$ cat config.mk
export PLATFORM = sky130hd
export DESIGN_NAME = sat_counter32
export DESIGN_NICKNAME = d
export VERILOG_FILES = /design/src/rtl/sat_counter32.sv
export SDC_FILE = /design/constraint.sdc
export NUM_CORES = 1
export LEC_CHECK = 0
export ABC_AREA = 1
export CORE_MARGIN = 1.5
export CORE_UTILIZATION = 40
export CTS_BUF_LIST = sky130_fd_sc_hd__clkbuf_8
export DETAILED_ROUTE_END_ITERATION = 7
export PLACE_DENSITY = 0.63
export SYNTH_ARGS = -nofsm -noshare
export SYNTH_HDL_FRONTEND = slang
export SYNTH_SLANG_ARGS = --single-unit
$ cat constraint.sdc
create_clock -name clk -period 3.19 [get_ports clk]
set_input_delay 0.957 -clock clk [delete_from_list [all_inputs] [get_ports clk]]
set_output_delay 0.957 -clock clk [all_outputs]
set_load 0.03 [all_outputs]
$ cat src/rtl/sat_counter32.sv
// 32-bit event counter that sticks at all-ones; synchronous clear beats a same-cycle increment.
// Latency 1 clk from inc to count; never stalls.
module sat_counter32 (
  input  logic        clk,
  input  logic        resetn,
  input  logic        clear,
  input  logic        inc,
  output logic [31:0] count
);

  logic [31:0] count_q;

  always_ff @(posedge clk or negedge resetn) begin
    if (!resetn) begin
      count_q <= '0;
    end else if (clear) begin
      count_q <= '0;
    end else if (inc && (count_q != 32'hFFFF_FFFF)) begin
      count_q <= count_q + 32'd1;
    end
  end

  assign count = count_q;

endmodule

==> run summary <==
Via count: 2225
Post-layout worst setup margin: 768 ps
Netlist Area Pre-Place: 2240 um^2
Clk network pwr share: 38.4%
Fin. max-slew vios: 0
First-pass GRT wire length: 10300 um
Core area: 5470 um^2
Vias in the first global route: 2173
Distinct cells, synth: 26
Sequential power share: 54.2%
Num CTS Buffers: 5
Switch share: 25.1%
CTS root buf: clkbuf_8
Setup tns final: 0 ps
DR pass1 iterations: 4
Avg Cell Area, Syn: 6.50 um^2
Worst Clk Skew: 5.89 ps
Worst VDD drop: 169 uV
Internal: 0.000569 W
Crit path required time: 2230 ps
FF+latch count, synth: 32
Slowest stage delay, CP: 720 ps
Initial Util: 41.0%
Die width: 77.9 um
Filler cell count: 589
Post-CTS setup buffers: 0
Top post-synthesis cells by count: nand2_1 (135), nor2_1 (52), nand3_1 (34)
FF/Latch Area: 801 um^2
Tcrit/Tclk final: 75.9%
Sequential fraction of the synthesis area: 35.7%
Most frequent cell after synthesis: nand2_1
Io pins: 36
Yosys Warn Count: 0
CTS Hold Buffers Added: 0
Slew headroom: 63.5%
Leak: 1.21 nW
Syn Inst Count: 345
CP Data Arrival Time: 1460 ps
Unrepaired setup endpoints after global routing: no
Share of layout cells above drive strength 1: 7.05%
Main area contributors after synthesis: dfrtp_1 (36%), nand2_1 (23%), nor2_1 (8.7%), nand3_1 (7.6%), inv_1 (4.9%)
CP endpoint kind: output pin
CTS Buffer Depth: 2
Worst-Skew Late Latency: 290 ps
H-tree depth: 2
Final Hold Fails: 0
Final min period: 2420 ps
Placed cells: 448
FMAX: 413 MHz
Avg WL per Cell: 12.7 um
Initial antenna violation count: 0
Asr flop ratio synth: 100%
Slowest CP cell: clkdlybuf4s50_1
Crit path cell chain: clkdlybuf4s50_1
CTS tree: built
Max-cap viol count: 0
Clk pin slew, worst setup/hold paths: 60 ps
Crit Path Class: reg -> out
GRT overflow: 0
GRT Total Usage: 21.6%
Die Ht: 77.9 um
Max reg flops: 32
Synth Net Count: 350
CTS resizes: 0
CP Max Fanout: 6
PwrDens: 278 nW/um^2
Die area: 6070 um^2
GPL Wtd Cong: 0.852
Vias per Instance: 4.89
CP delay by family, top: buffers and inverters
Comb power frac: 7.4%
Status: finished clean
Finished Layout Cells: 455
Clk sinks: 32
Worst Tran Pin Value: 546 ps
Sw power: 0.000190 W
Min-delay worst type: reg -> reg
Yosys top cell area share: 35.7%
Area of the multi-input gates: 1260 um^2
WL final: 5790 um
Worst R2R Setup Slack: 1060 ps
DRC viols: 0
Post-DRT Antenna Nets: 0
Dpl ws: 730 ps
Buf/Inv on CP: 1
Largest area contributor in the synthesized netlist: dfrtp_1
Placement row count: 27
Largest net degree at the start of global routing: 33
Startpoint types: register
Setup violators final: 0
Post-synth EDFFs: 0
Initial DRC count: 127
Fin nets: 388
DP HPWL: 4250 um
Layout area overhead: 21.7%
PortBufs: 35
Predominant post-synthesis flop cell: dfrtp_1
PnR Total Power: 0.000759 W
Number of diodes: 0
[metrics by stage]
step	util, %	hold WS [ps]	cell area, um^2
floorplan	-	661	2240
global placement	48.5	549	2650
detailed placement	48.5	553	2650
CTS	49.9	568	2730
global route	49.9	606	2730
finish	49.9	567	2730
[layout by cell type (no fill, tap or decap), types with 2 or more instances in the layout]
master           instances
xnor2_1                  4
a21oi_1                  4
nor2_4                   2
clkbuf_8                 5
xor2_1                   5
inv_2                    2
nand2_4                  3
nor2_2                   4
nand2_2                  3
inv_1                   30
nand3_1                 34
o21ai_0                  4
dfrtp_1                 32
nor2_1                  52
clkdlybuf4s50_1         35
o21ai_1                 10
buf_4                    4
nand2_1                135
nand4_1                  8
[per-layer routing]
layer | vias up | wire, um | GRT usage (%)
li1 | 1155 | - | -
met1 | 1004 | 2830 | 29.8
met3 | 15 | 212 | 3.53
met2 | 51 | 2600 | 32.9
met5 | - | 0 | 0
met4 | 0 | 150 | 9.82
[power groups by stage]
stage / clock network, W / registers (W) / logic [W]
6_report: 0.000292 / 0.000411 / 0.0000561
5_1_grt: 0.000320 / 0.000411 / 0.0000622
3_5_place_dp: 0 / 0.000418 / 0.0000569
3_3_place_gp: 0 / 0.000419 / 0.0000567
2_1_floorplan: 0 / 0.000422 / 0.0000288
4_1_cts: 0.000302 / 0.000411 / 0.0000572
[final timing paths]
path	to	startpoint	depth (start not counted)
worst min register to register	count[31]	count[31]	2
max in group asynchronous	count[27]	resetn	2
worst max-delay path	count[14]	count[14]	1
worst max register to register	count[27]	count[1]	11
min in group asynchronous	count[4]	resetn	2
worst min-delay path	count[31]	count[31]	2
[worst reg2reg max path, delay by kind of cell (launching register included)]
family                   cells  cell delay, ps
AND/OR/NAND/NOR              9            1070
flip-flops                   1             430
buffers and inverters        1             340
adder cells (fa/ha/maj)      1             230
[logic make-up after synthesis]
family / synth area share (%)
compound gates: 4.35
buf+inv: 7.92
flops: 35.7
xor+xnor: 3.51
simple gates: 48.0
fa+ha+maj: 0.558
[final cells by class]
type,count,area share (%)
inverter,31,4.26
clock inverter,2,0.321
sequential,32,29.3
clock buffer,5,2.52
timing repair buffer,39,13.9
tap,72,3.30
multi-input combinational,274,46.3
No activity file was read; power rests on OpenSTA's default activity.
